===== config.mk =====
export PLATFORM = sky130hd
export DESIGN_NAME = date_counter
export DESIGN_NICKNAME = d
export VERILOG_FILES = /design/src/rtl/date_pkg.sv /design/src/rtl/date_counter_days_in_month.sv /design/src/rtl/date_counter.sv
export SDC_FILE = /design/constraint.sdc
export NUM_CORES = 1
export LEC_CHECK = 0
export ABC_AREA = 0
export BUFFER_PORTS_ARGS = -buffer_cell sky130_fd_sc_hd__buf_2
export CORE_MARGIN = 1.5
export CORE_UTILIZATION = 55
export DETAILED_ROUTE_END_ITERATION = 10
export HOLD_SLACK_MARGIN = 0.08
export PLACE_DENSITY = 0.8
export SLEW_MARGIN = 20
export SYNTH_ARGS = -nofsm -noshare
export SYNTH_HDL_FRONTEND = slang
export SYNTH_HIERARCHICAL = 1
export SYNTH_SLANG_ARGS = --single-unit
export TNS_END_PERCENT = 1

===== constraint.sdc =====
create_clock -name clk -period 25.7 [get_ports clk]
set_clock_uncertainty 0.1 [all_clocks]
set_input_delay 5.14 -clock clk [delete_from_list [all_inputs] [get_ports clk]]
set_output_delay 5.14 -clock clk [all_outputs]
set_load 0.01 [all_outputs]

===== src/rtl/date_pkg.sv =====
// Shared definitions for the calendar stage: month codes, BCD digit type,
// output width, set-FSM states and the date-packing helpers used for both
// the live outputs and the reset constants.
package date_pkg;

    localparam logic [3:0] JAN = 4'd1;
    localparam logic [3:0] FEB = 4'd2;
    localparam logic [3:0] MAR = 4'd3;
    localparam logic [3:0] APR = 4'd4;
    localparam logic [3:0] MAY = 4'd5;
    localparam logic [3:0] JUN = 4'd6;
    localparam logic [3:0] JUL = 4'd7;
    localparam logic [3:0] AUG = 4'd8;
    localparam logic [3:0] SEP = 4'd9;
    localparam logic [3:0] OCT = 4'd10;
    localparam logic [3:0] NOV = 4'd11;
    localparam logic [3:0] DEC = 4'd12;

    localparam int DATE_NUM_W = 40;

    typedef logic [3:0] bcd_digit_t;

    typedef enum logic [1:0] {
        IDLE   = 2'd0,
        CHECK  = 2'd1,
        APPLY  = 2'd2,
        REJECT = 2'd3
    } set_state_t;

    // Gregorian leap rule.
    function automatic logic is_leap(input logic [13:0] y);
        return ((y % 14'd4 == 14'd0) && (y % 14'd100 != 14'd0)) || (y % 14'd400 == 14'd0);
    endfunction

    // Decimal digit of v at the position selected by div (1, 10, 100, 1000).
    function automatic bcd_digit_t digit_of(input logic [13:0] v, input logic [13:0] div);
        logic [13:0] q;
        q = (v / div) % 14'd10;
        return q[3:0];
    endfunction

    // Packed {Y3,Y2,Y1,Y0,M1,M0,D1,D0}.
    function automatic logic [31:0] bcd_pack(input logic [13:0] y, input logic [3:0] m,
                                             input logic [4:0] d);
        return {digit_of(y, 14'd1000), digit_of(y, 14'd100),
                digit_of(y, 14'd10), digit_of(y, 14'd1),
                digit_of({10'd0, m}, 14'd10), digit_of({10'd0, m}, 14'd1),
                digit_of({9'd0, d}, 14'd10), digit_of({9'd0, d}, 14'd1)};
    endfunction

    // year*10000 + month*100 + day.
    function automatic logic [DATE_NUM_W-1:0] num_pack(input logic [13:0] y, input logic [3:0] m,
                                                       input logic [4:0] d);
        return ({26'd0, y} * 40'd10000) + ({36'd0, m} * 40'd100) + {35'd0, d};
    endfunction

endpackage


===== src/rtl/date_counter_days_in_month.sv =====
// Combinational month length lookup, leap years included.
// An illegal month code yields 0 so that no day can pass a range check against it.
module days_in_month
    import date_pkg::*;
(
    input  logic [13:0] year,
    input  logic [3:0]  month,
    output logic [4:0]  dim
);

    // Month length from month code and leap status of the year.
    always_comb begin
        dim = 5'd0;
        case (month)
            JAN, MAR, MAY, JUL, AUG, OCT, DEC: dim = 5'd31;
            APR, JUN, SEP, NOV:                dim = 5'd30;
            FEB: begin
                if (is_leap(year)) begin
                    dim = 5'd29;
                end else begin
                    dim = 5'd28;
                end
            end
            default: dim = 5'd0;
        endcase
    end

endmodule


===== src/rtl/date_counter.sv =====
// Calendar stage: holds year/month/day, advances on day_tick, optionally accepts
// a validated date-set request, and presents registered YYYYMMDD binary and BCD.
// Optional feature macro: DATE_SET_EN (set handshake and checking FSM).
module date_counter
    import date_pkg::*;
#(
    parameter int RESET_YEAR  = 2023,
    parameter int RESET_MONTH = 5,
    parameter int RESET_DAY   = 5,
    parameter int YEAR_MIN    = 2000,
    parameter int YEAR_MAX    = 2099
) (
    input  logic                  clk,
    input  logic                  rst_n,
    input  logic                  day_tick,
    input  logic                  set_valid,
    output logic                  set_ready,
    input  logic [13:0]           set_year,
    input  logic [3:0]            set_month,
    input  logic [4:0]            set_day,
    output logic                  set_ack,
    output logic                  set_err,
    output logic [DATE_NUM_W-1:0] date_num,
    output logic [31:0]           date_bcd,
    output logic                  date_upd
);

    localparam logic [13:0] Y_MIN   = 14'(YEAR_MIN);
    localparam logic [13:0] Y_MAX   = 14'(YEAR_MAX);
    localparam logic [13:0] RST_Y   = 14'(RESET_YEAR);
    localparam logic [3:0]  RST_M   = 4'(RESET_MONTH);
    localparam logic [4:0]  RST_D   = 5'(RESET_DAY);
    localparam logic [DATE_NUM_W-1:0] RST_NUM = num_pack(RST_Y, RST_M, RST_D);
    localparam logic [31:0] RST_BCD = bcd_pack(RST_Y, RST_M, RST_D);

    logic [13:0] year_r;
    logic [3:0]  month_r;
    logic [4:0]  day_r;
    logic        date_chg_r;   // date registers changed at the last edge
    logic [4:0]  dim_cur_s;
    logic [13:0] adv_year_s;
    logic [3:0]  adv_month_s;
    logic [4:0]  adv_day_s;

    days_in_month u_dim_cur (
        .year  (year_r),
        .month (month_r),
        .dim   (dim_cur_s)
    );

    // Next-day value of the current date, including month/year roll and year wrap.
    always_comb begin
        adv_year_s  = year_r;
        adv_month_s = month_r;
        adv_day_s   = day_r;
        if (day_r < dim_cur_s) begin
            adv_day_s = day_r + 5'd1;
        end else begin
            adv_day_s = 5'd1;
            if (month_r >= DEC) begin
                adv_month_s = JAN;
                if (year_r >= Y_MAX) begin
                    adv_year_s = Y_MIN;
                end else begin
                    adv_year_s = year_r + 14'd1;
                end
            end else begin
                adv_month_s = month_r + 4'd1;
            end
        end
    end

`ifdef DATE_SET_EN
    set_state_t  state_r;
    logic        set_ready_r;
    logic        pend_r;       // one deferred day_tick
    logic        done_r;       // request finished; becomes set_ack one edge later
    logic        err_r;
    logic [13:0] set_year_r;
    logic [3:0]  set_month_r;
    logic [4:0]  set_day_r;
    logic [4:0]  dim_set_s;
    logic        legal_s;
    logic        accept_s;

    days_in_month u_dim_set (
        .year  (set_year_r),
        .month (set_month_r),
        .dim   (dim_set_s)
    );

    // Legality of the latched request and handshake acceptance.
    always_comb begin
        legal_s  = (set_year_r >= Y_MIN) && (set_year_r <= Y_MAX) &&
                   (set_month_r >= JAN) && (set_month_r <= DEC) &&
                   (set_day_r >= 5'd1) && (set_day_r <= dim_set_s);
        accept_s = (state_r == IDLE) && set_valid && set_ready_r;
    end

    // Set FSM together with the date registers and the deferred-tick flag.
    always_ff @(posedge clk) begin
        if (!rst_n) begin
            state_r     <= IDLE;
            set_ready_r <= 1'b1;
            pend_r      <= 1'b0;
            done_r      <= 1'b0;
            err_r       <= 1'b0;
            date_chg_r  <= 1'b0;
            set_year_r  <= 14'd0;
            set_month_r <= 4'd0;
            set_day_r   <= 5'd0;
            year_r      <= RST_Y;
            month_r     <= RST_M;
            day_r       <= RST_D;
        end else begin
            done_r     <= 1'b0;
            err_r      <= 1'b0;
            date_chg_r <= 1'b0;
            case (state_r)
                IDLE: begin
                    // A pending tick advances the current date; a tick arriving
                    // with an accepted request waits until the set completes.
                    if (accept_s) begin
                        set_year_r  <= set_year;
                        set_month_r <= set_month;
                        set_day_r   <= set_day;
                        state_r     <= CHECK;
                        set_ready_r <= 1'b0;
                        pend_r      <= day_tick;
                    end else begin
                        pend_r <= 1'b0;
                    end
                    if (pend_r || (day_tick && !accept_s)) begin
                        year_r     <= adv_year_s;
                        month_r    <= adv_month_s;
                        day_r      <= adv_day_s;
                        date_chg_r <= 1'b1;
                    end else begin
                        date_chg_r <= 1'b0;
                    end
                end
                CHECK: begin
                    state_r <= legal_s ? APPLY : REJECT;
                    if (day_tick) begin
                        pend_r <= 1'b1;
                    end else begin
                        pend_r <= pend_r;
                    end
                end
                APPLY: begin
                    year_r      <= set_year_r;
                    month_r     <= set_month_r;
                    day_r       <= set_day_r;
                    date_chg_r  <= 1'b1;
                    done_r      <= 1'b1;
                    state_r     <= IDLE;
                    set_ready_r <= 1'b1;
                    if (day_tick) begin
                        pend_r <= 1'b1;
                    end else begin
                        pend_r <= pend_r;
                    end
                end
                REJECT: begin
                    done_r      <= 1'b1;
                    err_r       <= 1'b1;
                    state_r     <= IDLE;
                    set_ready_r <= 1'b1;
                    if (day_tick) begin
                        pend_r <= 1'b1;
                    end else begin
                        pend_r <= pend_r;
                    end
                end
                default: begin
                    state_r     <= IDLE;
                    set_ready_r <= 1'b1;
                    pend_r      <= 1'b0;
                end
            endcase
        end
    end

    assign set_ready = set_ready_r;

    // Handshake completion flags, aligned with the output date registers.
    always_ff @(posedge clk) begin
        if (!rst_n) begin
            set_ack <= 1'b0;
            set_err <= 1'b0;
        end else begin
            set_ack <= done_r;
            set_err <= err_r;
        end
    end
`else
    logic unused_set_s;
    assign unused_set_s = ^{set_valid, set_year, set_month, set_day};

    // Date registers advanced directly by day_tick.
    always_ff @(posedge clk) begin
        if (!rst_n) begin
            year_r     <= RST_Y;
            month_r    <= RST_M;
            day_r      <= RST_D;
            date_chg_r <= 1'b0;
        end else if (day_tick) begin
            year_r     <= adv_year_s;
            month_r    <= adv_month_s;
            day_r      <= adv_day_s;
            date_chg_r <= 1'b1;
        end else begin
            date_chg_r <= 1'b0;
        end
    end

    assign set_ready = 1'b0;
    assign set_ack   = 1'b0;
    assign set_err   = 1'b0;
`endif

    // Registered presentation of the date one edge after the date registers.
    always_ff @(posedge clk) begin
        if (!rst_n) begin
            date_num <= RST_NUM;
            date_bcd <= RST_BCD;
            date_upd <= 1'b0;
        end else begin
            date_num <= num_pack(year_r, month_r, day_r);
            date_bcd <= bcd_pack(year_r, month_r, day_r);
            date_upd <= date_chg_r;
        end
    end

endmodule

==> results by group <==
Final layout
  – Nets: 2344
  – Fin cells: 2518
  – Area of the multi-input gates: between 10000 and 15000 sq um
  – Area Overhead vs Synth: 4.598%
  – Share of layout cells above drive strength 1: 10.89%
  – Filler cells: roughly 2600
  – Sequential Area: 1602 sq um
  – # diodes: 0
  – Most common cell after layout, fill and taps aside: nor2_1
  – Most frequent cells in the layout: nor2_1 (204), nand2_1 (200), ha_1 (150)

Clock tree
  – TritonCTS buffer count: 9
  – Clk root buf: clkbuf_16
  – H-tree lvl count: 3
  – Clk buf depth: 2
  – Hold buffers post-CTS: 0
  – Clock slew at reported path FFs: 0.06 ns
  – Clock sinks: 80
  – CTS tree: built
  – Post-CTS setup buffers: 0
  – Post-CTS sizing: 0
  – Skew-Pair Late Insertion Delay: 0.36 ns

Floorplan
  – DIE AREA: between 20000 and 30000 sq um
  – Core outline area: 27930 sq um
  – Die Ht: 172.0 um
  – Die Width: 172.0 um
  – Starting Density: 56.20%
  – Top Ports: 103
  – Row count: 61

Critical path
  – CP Capture Type: flip-flop
  – Flop-to-flop setup slack: around 14 ns
  – Highest fanout seen on the critical path: 18
  – Critical R2R Capture: date_bcd[26]
  – Crit path launch: year_r[2]
  – WP data arrival: around 12 ns
  – CP Capture Point: date_bcd[26]
  – Biggest cell delay along the critical path: 0.81 ns
  – Worst path slowest cell: xnor2_1
  – CP Class: flip-flop to flip-flop
  – R2r startpoint: year_r[2]
  – Crit path required time: 25.87 ns
  – Worst setup SP type: flip-flop
  – CP dominant cell by count: a21oi_1
  – Worst Reg-to-Reg Cells: 32

Timing
  – RSZ-0062 raised after global routing: no
  – Setup violators final: 0
  – Final Hold Vio Count: 0
  – Slew HR: 24.36%
  – Final Cycle Share: between 40% and 50%
  – Sum Neg Setup Slack: 0 ns
  – Final Slew Violations: 0
  – Max Clk Rate: 0.08798 GHz
  – Final min period: 11.37 ns
  – Worst Max-Slew Pin Slew: roughly 1.1 ns

Synth
  – Count of state elements after synthesis: 80
  – Post-Syn Area: 15700 sq um
  – Post-Syn Instances: 2136
  – Ys async rst share: 0%
  – Unique masters post-synth: 135
  – Post-synth EDFFs: 0
  – Syn avg cell area: 7.350 sq um
  – Top FF cell, synth: dfxtp_1
  – Sequential area share after synthesis: ~10%
  – YS warnings: 6
  – Area leader, netlist: ha_1
  – Top cells by area, synth: ha_1 (12%), dfxtp_1 (10%), xnor2_1 (5.3%)
  – Synth top area share: 11.95%

Global route
  – Vias in the first global route: 15230
  – Initial antenna violation count: 0
  – Gr ovfl total: 0
  – Largest net degree at the start of global routing: 47
  – First-pass GRT wire length: between 70000 and 80000 um
  – GRT Total Usage: 29.51%

Route
  – Post-Route WL: 43850 um
  – Drt pass-1 iters: 6
  – DRC violations left: 0
  – 1st-iter DRT viols: 1554
  – Antenna Nets Post-Route: 0
  – Total number of vias: 16150
  – Vias per cell: 6.415
  – Avg WL per Cell: 17.42 um

Flow run
  – Max_cap viols: 0

Power
  – Sw Share: 24.26%
  – Comb power frac: 3.7%
  – VDD IR max: 0.00002615 V
  – Sequential power share: 43.9%
  – P_leak: 7.035 nW
  – Power Density: 17.54 nW/um^2
  – Internal Power: approximately 0.22 mW
  – NetSw: 0.06990 mW
  – Clock power frac: 52.3%

Placed design
  – Routability cong.: 0.9385
  – Final HPWL DP: about 32000 um
  – Cell count after placement: 2502
  – PortBufs: 59

Run status
  – Status: finished clean

Worst hold path
  – Worst hold path class: flip-flop to flip-flop
-- sequential cells by signal (all words and copies together) (netlist names) --
register / cells
date_num: 28
date_bcd: 27
year_r: 14
day_r: 5
month_r: 4
date_chg_r: 1
date_upd: 1
-- how the worst min path moves through the flow --
stage | start | end | depth (start not counted)
CTS | date_chg_r | date_upd | 1
global placement | date_chg_r | date_upd | 1
global route | date_chg_r | date_upd | 1
detailed placement | date_chg_r | date_upd | 1
floorplan | date_chg_r | date_upd | 1
finish | date_chg_r | date_upd | 1
-- Yosys cell counts, types with 10 or more instances --
library cell	number
nand2b_1	24
o21ai_1	21
dfxtp_1	80
inv_1	143
or2_2	14
nor3_1	58
and2_1	30
a21oi_1	133
nand3_1	73
fa_1	32
nand4_1	31
mux2_2	13
o2111ai_1	12
o22ai_1	18
buf_4	33
o211ai_1	30
clkbuf_1	49
a211oi_1	28
o31ai_1	16
nor4_1	11
clkinv_1	10
or3_1	15
nor2b_1	17
o21a_1	20
and3_1	22
o21ai_0	109
nand2_1	200
and4_1	10
xor2_1	23
a31oi_1	33
mux2i_1	24
nor2_1	204
buf_2	21
o21bai_1	18
ha_1	150
xnor2_1	95
a21o_1	25
-- cells by family (layout without fill, tap and decap cells) --
kind of cell / after synthesis / after routing / synth area share (%)
buffers and inverters: 275 / 261 / 7.969
multiplexers: 42 / 42 / 3.028
flip-flops: 80 / 80 / 10.20
adder cells (fa/ha/maj): 189 / 189 / 16.48
XOR/XNOR: 125 / 125 / 7.451
other: 1 / 19 / 0.02389
AO/OA/AOI/OAI: 644 / 644 / 29.69
AND/OR/NAND/NOR: 780 / 780 / 25.16
-- power by group through the flow --
stage                     clock, mW  combinational, mW  sequential (mW)
after detailed placement          0             0.0106            0.129
final                         0.151             0.0107            0.127
after CTS                     0.154             0.0107            0.127
after global placement            0             0.0104            0.129
after floorplan                   0            0.00941            0.130
after global routing          0.158             0.0123            0.127
-- per-layer routing --
metal	part of all wire, %	up-vias	global-route usage (%)
met2	48	674	52.45
met5	0	-	0
met3	6.5	111	2.998
li1	-	7755	-
met4	2.6	0	10.89
met1	43	7613	36.71
-- metrics by stage --
stage               hold slack, ns  utilization, %  worst slack, ns  area [sq um]  total power [mW]
floorplan                   0.3119               -            16.65         15770            0.1390
global placement            0.3146           57.58            15.18         16090            0.1398
detailed placement          0.3249           57.58            14.79         16090            0.1401
CTS                         0.3392           58.79            14.71         16420            0.2909
global route                0.3565           58.79            13.55         16420            0.2970
finish                      0.3388           58.79            14.33         16420            0.2881
-- critical path: cells and delay by family (launching register included) --
kind            cells  cell delay [ns]
mux                 1             0.12
compound gates     15             4.70
fa+ha+maj           3             1.31
xor+xnor            1             0.81
simple gates        9             2.78
flops               1             0.31
buf+inv             3             1.16
-- area by class of cell --
cell class / count / share of cell area [%]
multi-input combinational: 1799 / 78.64
clock buffer: 10 / 1.455
inverter: 159 / 3.642
clock inverter: 6 / 0.5943
tap: 378 / 2.880
timing repair buffer: 86 / 3.032
sequential: 80 / 9.752
Power figures use the tool's default switching activity.
